--- src/rtl/mem_arb_pkg.sv ---
// mem_arb_pkg
// Shared types and constants for the unified-memory arbiter.
//   arb_state_t : arbiter FSM states (IDLE, ISSUE, WAIT, RESP)
//   REQ_IF/REQ_D: requester identifiers used for the winner and last-granted pointer
//   CNT_W       : width of the memory-latency wait counter (MEM_LAT up to 15)
package mem_arb_pkg;

    typedef enum logic [1:0] {
        IDLE  = 2'd0,
        ISSUE = 2'd1,
        WAIT  = 2'd2,
        RESP  = 2'd3
    } arb_state_t;

    localparam logic REQ_IF = 1'b0;
    localparam logic REQ_D  = 1'b1;

    localparam int CNT_W = 4;

endpackage

--- src/rtl/mem_arbiter_arb_pick.sv ---
// arb_pick
// Combinational winner selection between the fetch and data requesters.
// Optional feature macro: ARB_RR_EN (round-robin on conflict using i_last).
// Ports:
//   i_if_req  : fetch request level
//   i_d_req   : data request level
//   i_last    : last-granted requester (only present with ARB_RR_EN)
//   o_valid   : at least one request is pending
//   o_winner  : REQ_IF or REQ_D, meaningful only when o_valid is high
module arb_pick
    import mem_arb_pkg::*;
(
    input  logic i_if_req,
    input  logic i_d_req,
`ifdef ARB_RR_EN
    input  logic i_last,
`endif
    output logic o_valid,
    output logic o_winner
);

    // On a conflict the round-robin build hands the grant to whichever
    // requester was not served last; the default build always favours data.
    always_comb begin
        o_valid  = i_if_req | i_d_req;
        o_winner = REQ_IF;
        if (i_if_req && i_d_req) begin
`ifdef ARB_RR_EN
            o_winner = (i_last == REQ_D) ? REQ_IF : REQ_D;
`else
            o_winner = REQ_D;
`endif
        end else if (i_d_req) begin
            o_winner = REQ_D;
        end
    end

endmodule

--- src/rtl/mem_arbiter.sv ---
// mem_arbiter
// Lets the instruction-fetch and data requesters share one single-ported,
// fixed-latency unified memory, one access at a time.
// Optional feature macro: ARB_RR_EN (round-robin arbitration on conflict;
// when undefined, data has fixed priority and no pointer exists).
// Parameters: AW address width, DW data width, MEM_LAT memory latency (1..15).
// Ports:
//   clk, rst_n                     : clock, asynchronous active-low reset
//   if_req/if_addr                 : fetch request and address
//   if_gnt/if_rdata/if_rvalid      : fetch accept pulse, read data, completion pulse
//   d_req/d_we/d_be/d_addr/d_wdata : data request, write enable, byte enables, address, write data
//   d_gnt/d_rdata/d_rvalid         : data accept pulse, read data, completion pulse
//   mem_en/mem_we/mem_be/mem_addr/mem_wdata : memory strobe and access fields
//   mem_rdata                      : memory read data, valid on the last WAIT cycle
module mem_arbiter
    import mem_arb_pkg::*;
#(
    parameter int AW      = 32,
    parameter int DW      = 32,
    parameter int MEM_LAT = 2
) (
    input  logic            clk,
    input  logic            rst_n,
    input  logic            if_req,
    input  logic [AW-1:0]   if_addr,
    output logic            if_gnt,
    output logic [DW-1:0]   if_rdata,
    output logic            if_rvalid,
    input  logic            d_req,
    input  logic            d_we,
    input  logic [DW/8-1:0] d_be,
    input  logic [AW-1:0]   d_addr,
    input  logic [DW-1:0]   d_wdata,
    output logic            d_gnt,
    output logic [DW-1:0]   d_rdata,
    output logic            d_rvalid,
    output logic            mem_en,
    output logic            mem_we,
    output logic [DW/8-1:0] mem_be,
    output logic [AW-1:0]   mem_addr,
    output logic [DW-1:0]   mem_wdata,
    input  logic [DW-1:0]   mem_rdata
);

    arb_state_t       r_state;
    arb_state_t       w_next_state;
    logic [CNT_W-1:0] r_cnt;
    logic             r_winner;
    logic             r_mem_we;
    logic [DW/8-1:0]  r_mem_be;
    logic [AW-1:0]    r_mem_addr;
    logic [DW-1:0]    r_mem_wdata;
    logic [DW-1:0]    r_if_rdata;
    logic [DW-1:0]    r_d_rdata;
    logic             w_valid;
    logic             w_winner;
    logic             w_take;
    logic             w_capture;
`ifdef ARB_RR_EN
    logic             r_last;
`endif

    arb_pick u_pick (
        .i_if_req (if_req),
        .i_d_req  (d_req),
`ifdef ARB_RR_EN
        .i_last   (r_last),
`endif
        .o_valid  (w_valid),
        .o_winner (w_winner)
    );

    // FSM state register.
    always_ff @(posedge clk or negedge rst_n) begin
        if (!rst_n) begin
            r_state <= IDLE;
        end else begin
            r_state <= w_next_state;
        end
    end

    // Next state and decoded outputs. Grant and memory strobe share the ISSUE
    // cycle, so gnt and rvalid can never overlap and only the winner sees them.
    always_comb begin
        w_next_state = r_state;
        w_take       = 1'b0;
        w_capture    = 1'b0;
        mem_en       = 1'b0;
        mem_we       = 1'b0;
        if_gnt       = 1'b0;
        d_gnt        = 1'b0;
        if_rvalid    = 1'b0;
        d_rvalid     = 1'b0;
        case (r_state)
            IDLE: begin
                if (w_valid) begin
                    w_take       = 1'b1;
                    w_next_state = ISSUE;
                end
            end
            ISSUE: begin
                mem_en       = 1'b1;
                mem_we       = r_mem_we;
                if_gnt       = (r_winner == REQ_IF);
                d_gnt        = (r_winner == REQ_D);
                w_next_state = WAIT;
            end
            WAIT: begin
                if (r_cnt == CNT_W'(1)) begin
                    w_capture    = !r_mem_we;
                    w_next_state = RESP;
                end
            end
            RESP: begin
                if_rvalid    = (r_winner == REQ_IF);
                d_rvalid     = (r_winner == REQ_D);
                w_next_state = IDLE;
            end
            default: w_next_state = IDLE;
        endcase
    end

    // Latency counter: loaded while the strobe is out, so WAIT spans exactly
    // MEM_LAT cycles and its final cycle is the one with valid mem_rdata.
    always_ff @(posedge clk or negedge rst_n) begin
        if (!rst_n) begin
            r_cnt <= '0;
        end else if (r_state == ISSUE) begin
            r_cnt <= CNT_W'(MEM_LAT);
        end else if (r_state == WAIT) begin
            r_cnt <= r_cnt - CNT_W'(1);
        end
    end

    // Access fields are captured once at acceptance and held until the next
    // grant, which keeps them stable from ISSUE through RESP.
    always_ff @(posedge clk or negedge rst_n) begin
        if (!rst_n) begin
            r_winner    <= REQ_IF;
            r_mem_we    <= 1'b0;
            r_mem_be    <= '0;
            r_mem_addr  <= '0;
            r_mem_wdata <= '0;
        end else if (w_take) begin
            r_winner <= w_winner;
            if (w_winner == REQ_D) begin
                r_mem_we    <= d_we;
                r_mem_be    <= d_be;
                r_mem_addr  <= d_addr;
                r_mem_wdata <= d_wdata;
            end else begin
                r_mem_we    <= 1'b0;
                r_mem_be    <= '1;
                r_mem_addr  <= if_addr;
                r_mem_wdata <= '0;
            end
        end
    end

    // Read data lands only in the winner's register; writes leave both alone.
    always_ff @(posedge clk or negedge rst_n) begin
        if (!rst_n) begin
            r_if_rdata <= '0;
            r_d_rdata  <= '0;
        end else if (w_capture) begin
            if (r_winner == REQ_D) begin
                r_d_rdata <= mem_rdata;
            end else begin
                r_if_rdata <= mem_rdata;
            end
        end
    end

`ifdef ARB_RR_EN
    // Last-granted pointer; resets to "fetch last" so data wins the first tie.
    always_ff @(posedge clk or negedge rst_n) begin
        if (!rst_n) begin
            r_last <= REQ_IF;
        end else if (w_take) begin
            r_last <= w_winner;
        end
    end
`endif

    assign mem_be    = r_mem_be;
    assign mem_addr  = r_mem_addr;
    assign mem_wdata = r_mem_wdata;
    assign if_rdata  = r_if_rdata;
    assign d_rdata   = r_d_rdata;

endmodule

--- config.mk ---
export PLATFORM = sky130hd
export DESIGN_NAME = mem_arbiter
export DESIGN_NICKNAME = d
export VERILOG_FILES = /design/src/rtl/mem_arb_pkg.sv /design/src/rtl/mem_arbiter_arb_pick.sv /design/src/rtl/mem_arbiter.sv
export SDC_FILE = /design/constraint.sdc
export NUM_CORES = 1
export LEC_CHECK = 0
export CORE_ASPECT_RATIO = 1.4
export CORE_MARGIN = 2
export CORE_UTILIZATION = 44
export CTS_BUF_LIST = sky130_fd_sc_hd__clkbuf_4 sky130_fd_sc_hd__clkbuf_8 sky130_fd_sc_hd__clkbuf_16
export CTS_CLUSTER_SIZE = 8
export DETAILED_ROUTE_END_ITERATION = 12
export PLACE_DENSITY = 0.85
export SLEW_MARGIN = 20
export SYNTH_ARGS = -nofsm -noshare
export SYNTH_HDL_FRONTEND = slang
export SYNTH_SLANG_ARGS = --single-unit
--- constraint.sdc ---
create_clock -name clk -period 3.9 [get_ports clk]
set_clock_uncertainty 0.1 [all_clocks]
set_input_delay 0.39 -clock clk [delete_from_list [all_inputs] [get_ports clk]]
set_output_delay 0.39 -clock clk [all_outputs]
set_load 0.05 [all_outputs]
==> qor.txt <==
setup TNS: 0 ps
worst path required time: 4090 ps
status: finished with violations
CORE AREA: 12940 sq um
area added between synthesis and finish: 58.77%
Sw Ratio: 46.92%
vias in the first global route: 4958
Final Wtd Congestion: 0.7981
utilization after layout: 71.85%
first-pass GRT wire length: 25.34 mm
Post-Syn Area: 5854 sq um
initial DRC count: 130
Hold Buf Count CTS: 0
FP Rows: 49
pwr dens: 945.5 nW/um^2
Final Net Count: 895
fin crit share: 75.19%
Clk pwr share: 17.6%
vias per cell: 4.931
Min-Delay Path Class: in2async
max cap viols: 0
Sink Count: 140
Peak Freq: 341.0 MHz
Post-synth EDFFs: 0
critical-path maximum fanout: 21
final setup fails: 0
via count: 4650
Min Hold Slack: -22.17 ps
relative slew slack: 40.15%
IO buf count: 274
Synthesis Warnings: 0
failing checks: negative hold slack
worst-margin pin slew: 897.8 ps
Synth Register Bits: 140
crit path kind: reg2reg
final wirelength: 16.04 mm
top-level port count: 275
setup repair bufs after CTS: 0
die area: 14260 sq um
ys async rst share: 100.0%
clock tree buffer depth: 2
drt drc: 0
Mapped Nets: 624
Slew Limit Fails: 0
Cells after Synth: 481
Clock transition at path regs: 60 ps
largest net degree at the start of global routing: 114
Comb pwr share: 54.5%
Routed Antenna Nets: 0
TritonCTS buffer count: 17
peak supply drop: 588.6 uV
crit path time final: 2932 ps
H-tree depth: 4
clock root cell: clkbuf_16
cts repair resizes: 0
diode count: 0
Total GRT Usage: 23.05%
Detailed Place HPWL: 11.82 mm
Die Ht: 140.5 um
critical path arrival: 3120 ps
top_reg_cell synth: dfrtp_1
Leak: 0.004324 uW
starting density of the core: 45.26%
CTS tree: done
Seq/Total Area, Yosys: 59.84%
per-cell routed wire length: 17.01 um
CP Capture Type: flop
antenna violations before repair: 0
NetSw: 4123 uW
Fin. Hold Viols: 6
RSZ-0062 raised after global routing: no
clock latency on the worst-skew pair: 400 ps
Die W: 101.5 um
P_int: 4665 uW
CP startpoint kind: flop
Pre-Repair DR Iteration Count: 4
Mean Syn Cell Area: 12.17 sq um
Netlist cell types: 27
Reg power frac: 27.9%
fraction of layout cells with a size suffix above 1: 14.51%
total grt overflow: 0
-- cell usage in the layout (no fill, tap or decap), types with 5 or more instances in the layout --
cell type,synthesis,routed
mux2_2,36,36
mux2_4,30,30
nor2b_1,5,5
nand3_1,33,33
nand2_1,107,107
buf_4,0,8
ha_1,6,6
inv_6,0,5
mux2i_1,33,33
o21ai_0,37,37
clkbuf_16,0,17
clkdlybuf4s50_1,0,272
dfrtp_1,140,140
inv_1,6,6
-- power groups by stage --
stage          logic (uW)  clock network [uW]  registers [uW]
5_1_grt              5020                1650            2520
3_5_place_dp         4810                   0            2460
4_1_cts              4830                1580            2450
2_1_floorplan        1080                   0            4460
3_3_place_gp         4700                   0            2420
6_report             4790                1550            2450
-- worst paths after layout --
| kind | end | start | slack [ps] | cells past startpoint |
|---|---|---|---|---|
| max in group asynchronous | mem_wdata[3] | rst_n | 2720 | 2 |
| max | if_rdata[9] | r_cnt[1] | 970 | 6 |
| max reg2reg | if_rdata[9] | r_cnt[1] | 970 | 6 |
| min in group clk | mem_wdata[2] | mem_wdata[2] | 360 | 2 |
| min reg2reg | mem_wdata[2] | mem_wdata[2] | 360 | 2 |
| min | d_rdata[22] | rst_n | -20 | 1 |
-- routing by layer --
metal / global-route usage (%) / share of wire, % / up-vias
met1: 24.85 / 36 / 2253
met5: 0 / 0 / -
met4: 10.81 / 3.7 / 0
li1: - / - / 2165
met2: 40.64 / 54 / 194
met3: 6.886 / 6.5 / 38
-- final cells by class --
cell class / instances / area [sq um]
Fill cell: 900 / 3641
Sequential cell: 140 / 3503
Timing Repair Buffer: 282 / 2801
Multi-Input combinational cell: 305 / 2172
Clock buffer: 19 / 440.4
Tap cell: 178 / 222.7
Clock inverter: 13 / 132.6
Inverter: 6 / 22.52
-- per-stage QoR --
step / cell area (sq um) / setup slack (ps) / total power [uW] / instances / hold WS (ps)
floorplan: 5854 / 1625 / 5536 / 481 / -5.591
global placement: 8720 / 1039 / 7124 / 911 / 349.8
detailed placement: 8720 / 957.4 / 7277 / 911 / 354.9
CTS: 9293 / 965.9 / 8859 / 943 / 64.68
global route: 9295 / 846.7 / 9193 / 943 / 71.78
finish: 9295 / 967.6 / 8789 / 943 / -22.17
-- worst max-delay path, cell delays in order (launching register included) --
cell	delay (ps)
dfrtp_1	400
inv_1	90
ha_1	150
or3b_1	410
or4b_2	1010
buf_4	350
mux2_4	310
-- state kept, by name, indices dropped and copies added, names as in the netlist --
signal	flops
d_rdata	32
if_rdata	32
mem_addr	32
mem_be	4
mem_wdata	32
r_cnt	4
r_mem_we	1
r_state	2
r_winner	1
-- cell usage after synthesis (2+ instances only) --
cell type  count  area, sq um
nand2_1      107        401.6
and2_1         3        18.77
dfrtp_1      140         3503
nor3_1         2        10.01
o21ai_0       37        185.2
buf_2          3        15.01
nand3_1       33        165.2
mux2_2        36        405.4
ha_1           6        75.07
buf_12         3        60.06
nor2b_1        5        31.28
nor2_1         4        15.01
mux2i_1       33        330.3
buf_1          2        7.510
clkbuf_1      21        78.83
inv_1          6        22.52
mux2_4        30        450.4
-- kinds of logic after synthesis --
group	share of synthesized area, %
buffers and inverters	3.334
adder cells (fa/ha/maj)	1.282
multiplexers	20.26
flip-flops	59.84
AO/OA/AOI/OAI	3.890
AND/OR/NAND/NOR	11.39
No activity file was read; power rests on OpenSTA's default activity.
